## config.mk

```make
export PLATFORM = sky130hd
export DESIGN_NAME = mmu_walk_port
export DESIGN_NICKNAME = d
export VERILOG_FILES = /design/src/rtl/mmu_walk_port.sv
export SDC_FILE = /design/constraint.sdc
export NUM_CORES = 1
export LEC_CHECK = 0
export ABC_AREA = 1
export ABC_CLOCK_PERIOD_IN_PS = 2800
export CAP_MARGIN = 20
export CORE_ASPECT_RATIO = 1.25
export CORE_UTILIZATION = 39
export CTS_CLUSTER_SIZE = 28
export DETAILED_ROUTE_END_ITERATION = 8
export HOLD_SLACK_MARGIN = 0.05
export PLACE_DENSITY_LB_ADDON = 0.05
export SLEW_MARGIN = 20
export SYNTH_ARGS = -nofsm -noshare
export SYNTH_HDL_FRONTEND = slang
export SYNTH_SLANG_ARGS = --single-unit
```

## constraint.sdc

```tcl
create_clock -name clk -period 2.8 [get_ports clk]
set_input_delay 0.84 -clock clk [delete_from_list [all_inputs] [get_ports clk]]
set_output_delay 0.84 -clock clk [all_outputs]
set_load 0.05 [all_outputs]
```

## src/rtl/mmu_walk_port.sv

```systemverilog
// mmu_walk_port: responder for the MMU page-walk fetch port.
// Each MMU read (ren/addr) becomes one Wishbone read cycle. The returned entry comes back
// with a one-cycle ack pulse. Bus errors and timeouts return a not-present entry (all zero).
// Optional feature macro: MMU_WALK_PDE_CACHE_EN adds a single-entry cache of the last
// fetched PDE (returned data[0]=1). With the cache, a hit acks without a bus cycle.
module mmu_walk_port #(
  parameter int unsigned TIMEOUT = 255
) (
  input  logic        clk,
  input  logic        rst,
  input  logic        suspend,
  input  logic        flush,
  input  logic        ren,
  input  logic [31:0] addr,
  output logic        ack,
  output logic [31:0] data,
  output logic        wb_cyc,
  output logic        wb_stb,
  output logic [29:0] wb_addr,
  input  logic        wb_ack,
  input  logic        wb_err,
  input  logic [31:0] wb_din
);

  typedef enum logic [1:0] {StIdle, StBus, StAck, StGap} state_e;

  localparam bit         TimeoutEn   = (TIMEOUT != 0);
  localparam logic [7:0] TimeoutLast = 8'((TIMEOUT == 0) ? 0 : TIMEOUT - 1);

  state_e      state_q, state_d;
  logic        ack_q, ack_d;
  logic [31:0] data_q, data_d;
  logic        cyc_q, cyc_d;
  logic        stb_q, stb_d;
  logic [29:0] wb_addr_q, wb_addr_d;
  logic [7:0]  cnt_q, cnt_d;

  logic        hit;
  logic [31:0] hit_data;
  logic        cache_fill;

`ifdef MMU_WALK_PDE_CACHE_EN
  logic        cache_valid_q, cache_valid_d;
  logic [29:0] cache_addr_q, cache_addr_d;
  logic [31:0] cache_data_q, cache_data_d;
  logic        unused_ok;

  assign hit       = cache_valid_q && (cache_addr_q == addr[31:2]);
  assign hit_data  = cache_data_q;
  assign unused_ok = ^addr[1:0];

  // Cache next state: fill on a successful PDE fetch, invalidate on flush or abort.
  always_comb begin
    cache_valid_d = cache_valid_q;
    cache_addr_d  = cache_addr_q;
    cache_data_d  = cache_data_q;
    if (cache_fill) begin
      cache_valid_d = 1'b1;
      cache_addr_d  = wb_addr_q;
      cache_data_d  = wb_din;
    end
    // Invalidation wins over a fill in the same cycle.
    if (flush || suspend) begin
      cache_valid_d = 1'b0;
    end
  end

  // Cache registers.
  always_ff @(posedge clk or posedge rst) begin
    if (rst) begin
      cache_valid_q <= 1'b0;
      cache_addr_q  <= '0;
      cache_data_q  <= '0;
    end else begin
      cache_valid_q <= cache_valid_d;
      cache_addr_q  <= cache_addr_d;
      cache_data_q  <= cache_data_d;
    end
  end
`else
  logic unused_ok;

  assign hit       = 1'b0;
  assign hit_data  = '0;
  assign unused_ok = ^{addr[1:0], flush, cache_fill};
`endif

  // Request FSM: next state and registered outputs.
  always_comb begin
    state_d    = state_q;
    ack_d      = 1'b0;
    data_d     = data_q;
    cyc_d      = cyc_q;
    stb_d      = stb_q;
    wb_addr_d  = wb_addr_q;
    cnt_d      = cnt_q;
    cache_fill = 1'b0;
    if (suspend) begin
      // Abort: drop the bus cycle, discard any response and issue no ack.
      cyc_d   = 1'b0;
      stb_d   = 1'b0;
      cnt_d   = '0;
      state_d = StIdle;
    end else begin
      unique case (state_q)
        StIdle: begin
          if (ren) begin
            if (hit) begin
              data_d  = hit_data;
              ack_d   = 1'b1;
              state_d = StAck;
            end else begin
              wb_addr_d = addr[31:2];
              cyc_d     = 1'b1;
              stb_d     = 1'b1;
              cnt_d     = '0;
              state_d   = StBus;
            end
          end
        end
        StBus: begin
          if (wb_ack) begin
            data_d     = wb_din;
            ack_d      = 1'b1;
            cyc_d      = 1'b0;
            stb_d      = 1'b0;
            cache_fill = wb_din[0];
            state_d    = StAck;
          end else if (wb_err || (TimeoutEn && (cnt_q == TimeoutLast))) begin
            // Not-present entry makes the MMU fault instead of hanging.
            data_d  = '0;
            ack_d   = 1'b1;
            cyc_d   = 1'b0;
            stb_d   = 1'b0;
            state_d = StAck;
          end else begin
            cnt_d = cnt_q + 8'd1;
          end
        end
        StAck: state_d = StGap;
        // The MMU holds ren with a stale address for one cycle after its final ack.
        StGap: state_d = StIdle;
        default: state_d = StIdle;
      endcase
    end
  end

  // State and output registers.
  always_ff @(posedge clk or posedge rst) begin
    if (rst) begin
      state_q   <= StIdle;
      ack_q     <= 1'b0;
      data_q    <= '0;
      cyc_q     <= 1'b0;
      stb_q     <= 1'b0;
      wb_addr_q <= '0;
      cnt_q     <= '0;
    end else begin
      state_q   <= state_d;
      ack_q     <= ack_d;
      data_q    <= data_d;
      cyc_q     <= cyc_d;
      stb_q     <= stb_d;
      wb_addr_q <= wb_addr_d;
      cnt_q     <= cnt_d;
    end
  end

  assign ack     = ack_q;
  assign data    = data_q;
  assign wb_cyc  = cyc_q;
  assign wb_stb  = stb_q;
  assign wb_addr = wb_addr_q;

endmodule

```

Word-level counts from Yosys, hierarchy flattened
Cells that the tools add are included.
- register bits after elaboration: 74
- word-level logic and storage cells: 46
- add/subtract/negate cells: 1
- equality and inequality tests: 8
- mux-type cells: 21
- bitwise logic cells: 1
- reduce and logical (&&, ||, !) cells: 9
- operator list (kind ; number):
    $mux 32 ; 2
    $mux 8 ; 4
    $pmux 8 s2 ; 1
    $ne 3x3->1 const B ; 3
    $reduce_and 3->1 ; 3
    $add 8x1->8 const B ; 1
    $eq 8x8->1 const B ; 1
    $mux 1 ; 8
    $mux 2 ; 4
    $pmux 2 s4 ; 1
    $eq 2x2->1 const B ; 2
    $ne 4x4->1 const B ; 1
    $reduce_and 4->1 ; 1
    $reduce_bool 3->1 ; 1
    $eq 2x1->1 const B ; 1
    $logic_not 2->1 ; 1
    $pmux 1 s2 ; 1
    $reduce_and 2->1 ; 1
    $reduce_bool 2->1 ; 1
    $logic_or 1x1->1 ; 1
    $not 1->1 ; 1

Longest topological paths before layout
- depth in word-level cells: 6
- mapped depth: 11
- gate-level depth less buffers: 10

Worst setup path after synthesis
OpenSTA, ideal clock, no wires.
- kind: input-to-reg
- from: in wb_ack
- to: reg data_q[15], in the netlist data[15]
- arrival time: 1683 ps
- data required time: 2726 ps
- path slack: 1043 ps
- stages on the path: 8
- buffers on the path: 3
- cells stage by stage: clkbuf_1 nor2_1 nand2_2 nand2_2 buf_6 buf_6 nand2_1 o21ai_2
- cells in the longest elaborated chain, start to end: 2
- ends and longest elaborated chain (what ; RTL line ; RTL):
    start, declared ; 20 ; input logic wb_ack,
    $reduce_bool 2->1 (no source line) ; -- ;
    $reduce_and 3->1 (no source line) ; -- ;
    end signal, assigned ; 161 ; data_q <= data_d;
    end, declared ; 32 ; logic [31:0] data_q, data_d;
Parallel ways exist; a longest one is shown, timed or not.
A chain may end at the register's enable or synchronous reset.

Final worst setup path
- from: reg data_q[13], in the netlist data[13]
- to: out data[13]
- RTL lines (what ; RTL line ; RTL):
    end, declared ; 16 ; output logic [31:0] data,
No word-level cell between the ends.

==> flow_summary.ini <==
[cts]
cts_tree = built
postCtsSetupBuffers = 0
cts_resized = 0
cts_root_buf = clkbuf_8
postCtsHoldBufs = 0
ctsHtreeMaxLevel = 3
cts.clk_slew.worst_paths_ns = 0.08
cts_buffers = 9
cts_sinks = 74
clock_path_buffers = 2
clkLatencyLatePin_ns = 0.34

[layout]
mostFrequentLayoutCell = clkdlybuf4s50_1
antenna-diode-count = 0
area_growth_pct = 49.2
fin_area_um2 = 4870
multi_input_area_um2 = 1240
fill_cells = 693
regArea_um2 = 1850
final_cell_mix = clkdlybuf4s50_1, nand2_1, dfrtp_1
num-nets-final = 515
drive_gt1_share_pct = 18.5
fin_util_pct = 61.0

[synth]
syn_area_per_cell_um2 = 10.6
yosysSeqAreaShare_pct = 56.7
synth_nets = 383
synthCells = 308
synth_compound_area_share_pct = 9.55
ys_ff_latch = 74
synth-simple-area-share_pct = 16.5
yosys-mux-area-fraction_pct = 10.4
yosysTopAreaCell = dfrtp_1
synth.area.top_cells = dfrtp_1, nand2_1, mux2_2
synth_top_area_share_pct = 56.7
synth.distinct_cells = 24
synth_xor_area_share_pct = 0
yosys_warnings = 0
synth_top_family_by_area = simple AND/OR/NAND/NOR gates
syn_area_um2 = 3260
synthAdderAreaFrac_pct = 1.53

[floorplanning]
fp.dieH_um = 104
die_w_um = 83.8
start_util_pct = 40.9
dieArea_um2 = 8740
fp.coreArea_um2 = 7970
rows = 36
io_pins = 136

[global_route]
grt_antenna_before_repair = 0
grt_pass1_wl_um = 12300
first_global_vias = 2478
grt_max_degree = 66
grt_usage_pct = 18.1
grt_overflow = 0

[worst_setup_path]
critPathLaunchType = flip-flop
path_max_fanout = 2
worst-path-buf-inv = 1
cpPeakStageDelay_ns = 0.83
crit_type = reg -> out
r2r-start = state_q[1]
cp_cell_sequence = clkdlybuf4s50_1
worst_ep_arrival_time_ns = 1.55
reg2reg_depth = 8
path_delay_family = buffers and inverters
cp-startpoint = data[13]
critPathSlowestCell = clkdlybuf4s50_1
worstSetupEndpointType = primary output
r2r-end = data[24]
rrSetupSlack_ns = 1.17
worst_ep_required_time_ns = 1.96

[sta]
setup_viol = 0
slew-limit-headroom_pct = 63.6
finalHoldViolCount = 0
tightest_slew_ns = 0.545
rsz0062_at_grt = no
max_freq_mhz = 419
period_share_pct = 85.3
drv_slew = 0
period_needed_ns = 2.39
fin_tns_setup_ns = 0
clock_skew_ns = 0.00656

[detailed_routing]
wl_um = 7460
wl_per_cell_um = 13.8
drtPass1Iterations = 6
drc = 21
viasPerCell = 4.78
dr_total_vias = 2575
ant_nets = 0
drt-initial-drc-count = 128

[placement]
place_area_um2 = 4650
dp_hpwl_um = 5220
place_congestion = 0.745
io_buffers = 132

[pwr]
leakagePower_nw = 2.12
irDropWorstVdd_mv = 0.681
p_per_area_nw_per_um2 = 1270
p_total_w = 0.00619

[outcome]
violations = DRC
outcome = complete, but fails checks

[hold_path]
min-delay-start = data[28]
hp-class = reg -> reg
holdPathEnd = data[28]
whs_path_depth = 2

[run]
drv_cap = 0
[sequential cells by signal, summed over array words and instances (netlist names)]
signal,cells
data,32
state_q,2
wb_addr,30
wb_stb,1
ack,1
cnt_q,8
[metal layers]
metal	global-route usage, %	part of all wire, %
met1	23.4	44
met2	29.1	49
met3	5.16	5.7
met4	6.16	1.8
met5	0	0
[cells in the mapped netlist]
| master | n |
|---|---|
| a21oi_1 | 2 |
| buf_4 | 4 |
| buf_6 | 7 |
| clkbuf_1 | 4 |
| clkbuf_2 | 1 |
| clkinv_1 | 1 |
| dfrtp_1 | 74 |
| ha_1 | 4 |
| inv_1 | 10 |
| inv_2 | 1 |
| mux2_1 | 4 |
| mux2_2 | 26 |
| nand2_1 | 93 |
| nand2_2 | 10 |
| nand3_1 | 9 |
| nand3b_1 | 1 |
| nand4_1 | 3 |
| nor2_1 | 10 |
| nor2_4 | 1 |
| o21ai_0 | 2 |
| o21ai_1 | 15 |
| o21ai_2 | 23 |
| o21bai_1 | 2 |
| or2_2 | 1 |
[metrics by stage]
step / instances / setup WS, ns / hold slack (ns)
2_1_floorplan: 308 / 0.0784 / 0.453
3_3_place_gp: 524 / 0.417 / 0.462
3_5_place_dp: 524 / 0.376 / 0.466
4_1_cts: 539 / 0.395 / 0.484
5_1_grt: 539 / 0.362 / 0.507
6_report: 539 / 0.413 / 0.482
[how the worst max path moves through the flow]
stage,end,slack [ns],cells past startpoint
3_5_place_dp,wb_addr[16],0.38,5
6_report,data[13],0.41,1
2_1_floorplan,ack,0.08,1
4_1_cts,data[13],0.40,1
5_1_grt,data[13],0.36,1
3_3_place_gp,wb_addr[12],0.42,5
[area by class of cell]
type	instances	area share, %
Tap cell	95	2.44
Inverter	12	0.925
Timing Repair Buffer	137	28.7
Multi-Input combinational cell	206	25.4
Sequential cell	74	38.0
Clock buffer	11	2.90
Clock inverter	4	1.57
[cell families after synthesis]
family,count (synthesis)
flip-flops,74
AO/OA/AOI/OAI,44
buffers and inverters,28
adder cells (fa/ha/maj),4
AND/OR/NAND/NOR,128
multiplexers,30
[power breakdown]
| group | internal (W) | switching (W) | leakage, nW | total, W |
|---|---|---|---|---|
| Clock | 0.000523 | 0.000387 | 0.106 | 0.000911 |
| Combinational | 0.00122 | 0.00228 | 1.08 | 0.00350 |
| Sequential | 0.00154 | 0.000239 | 0.936 | 0.00178 |
Power figures use the tool's default switching activity.
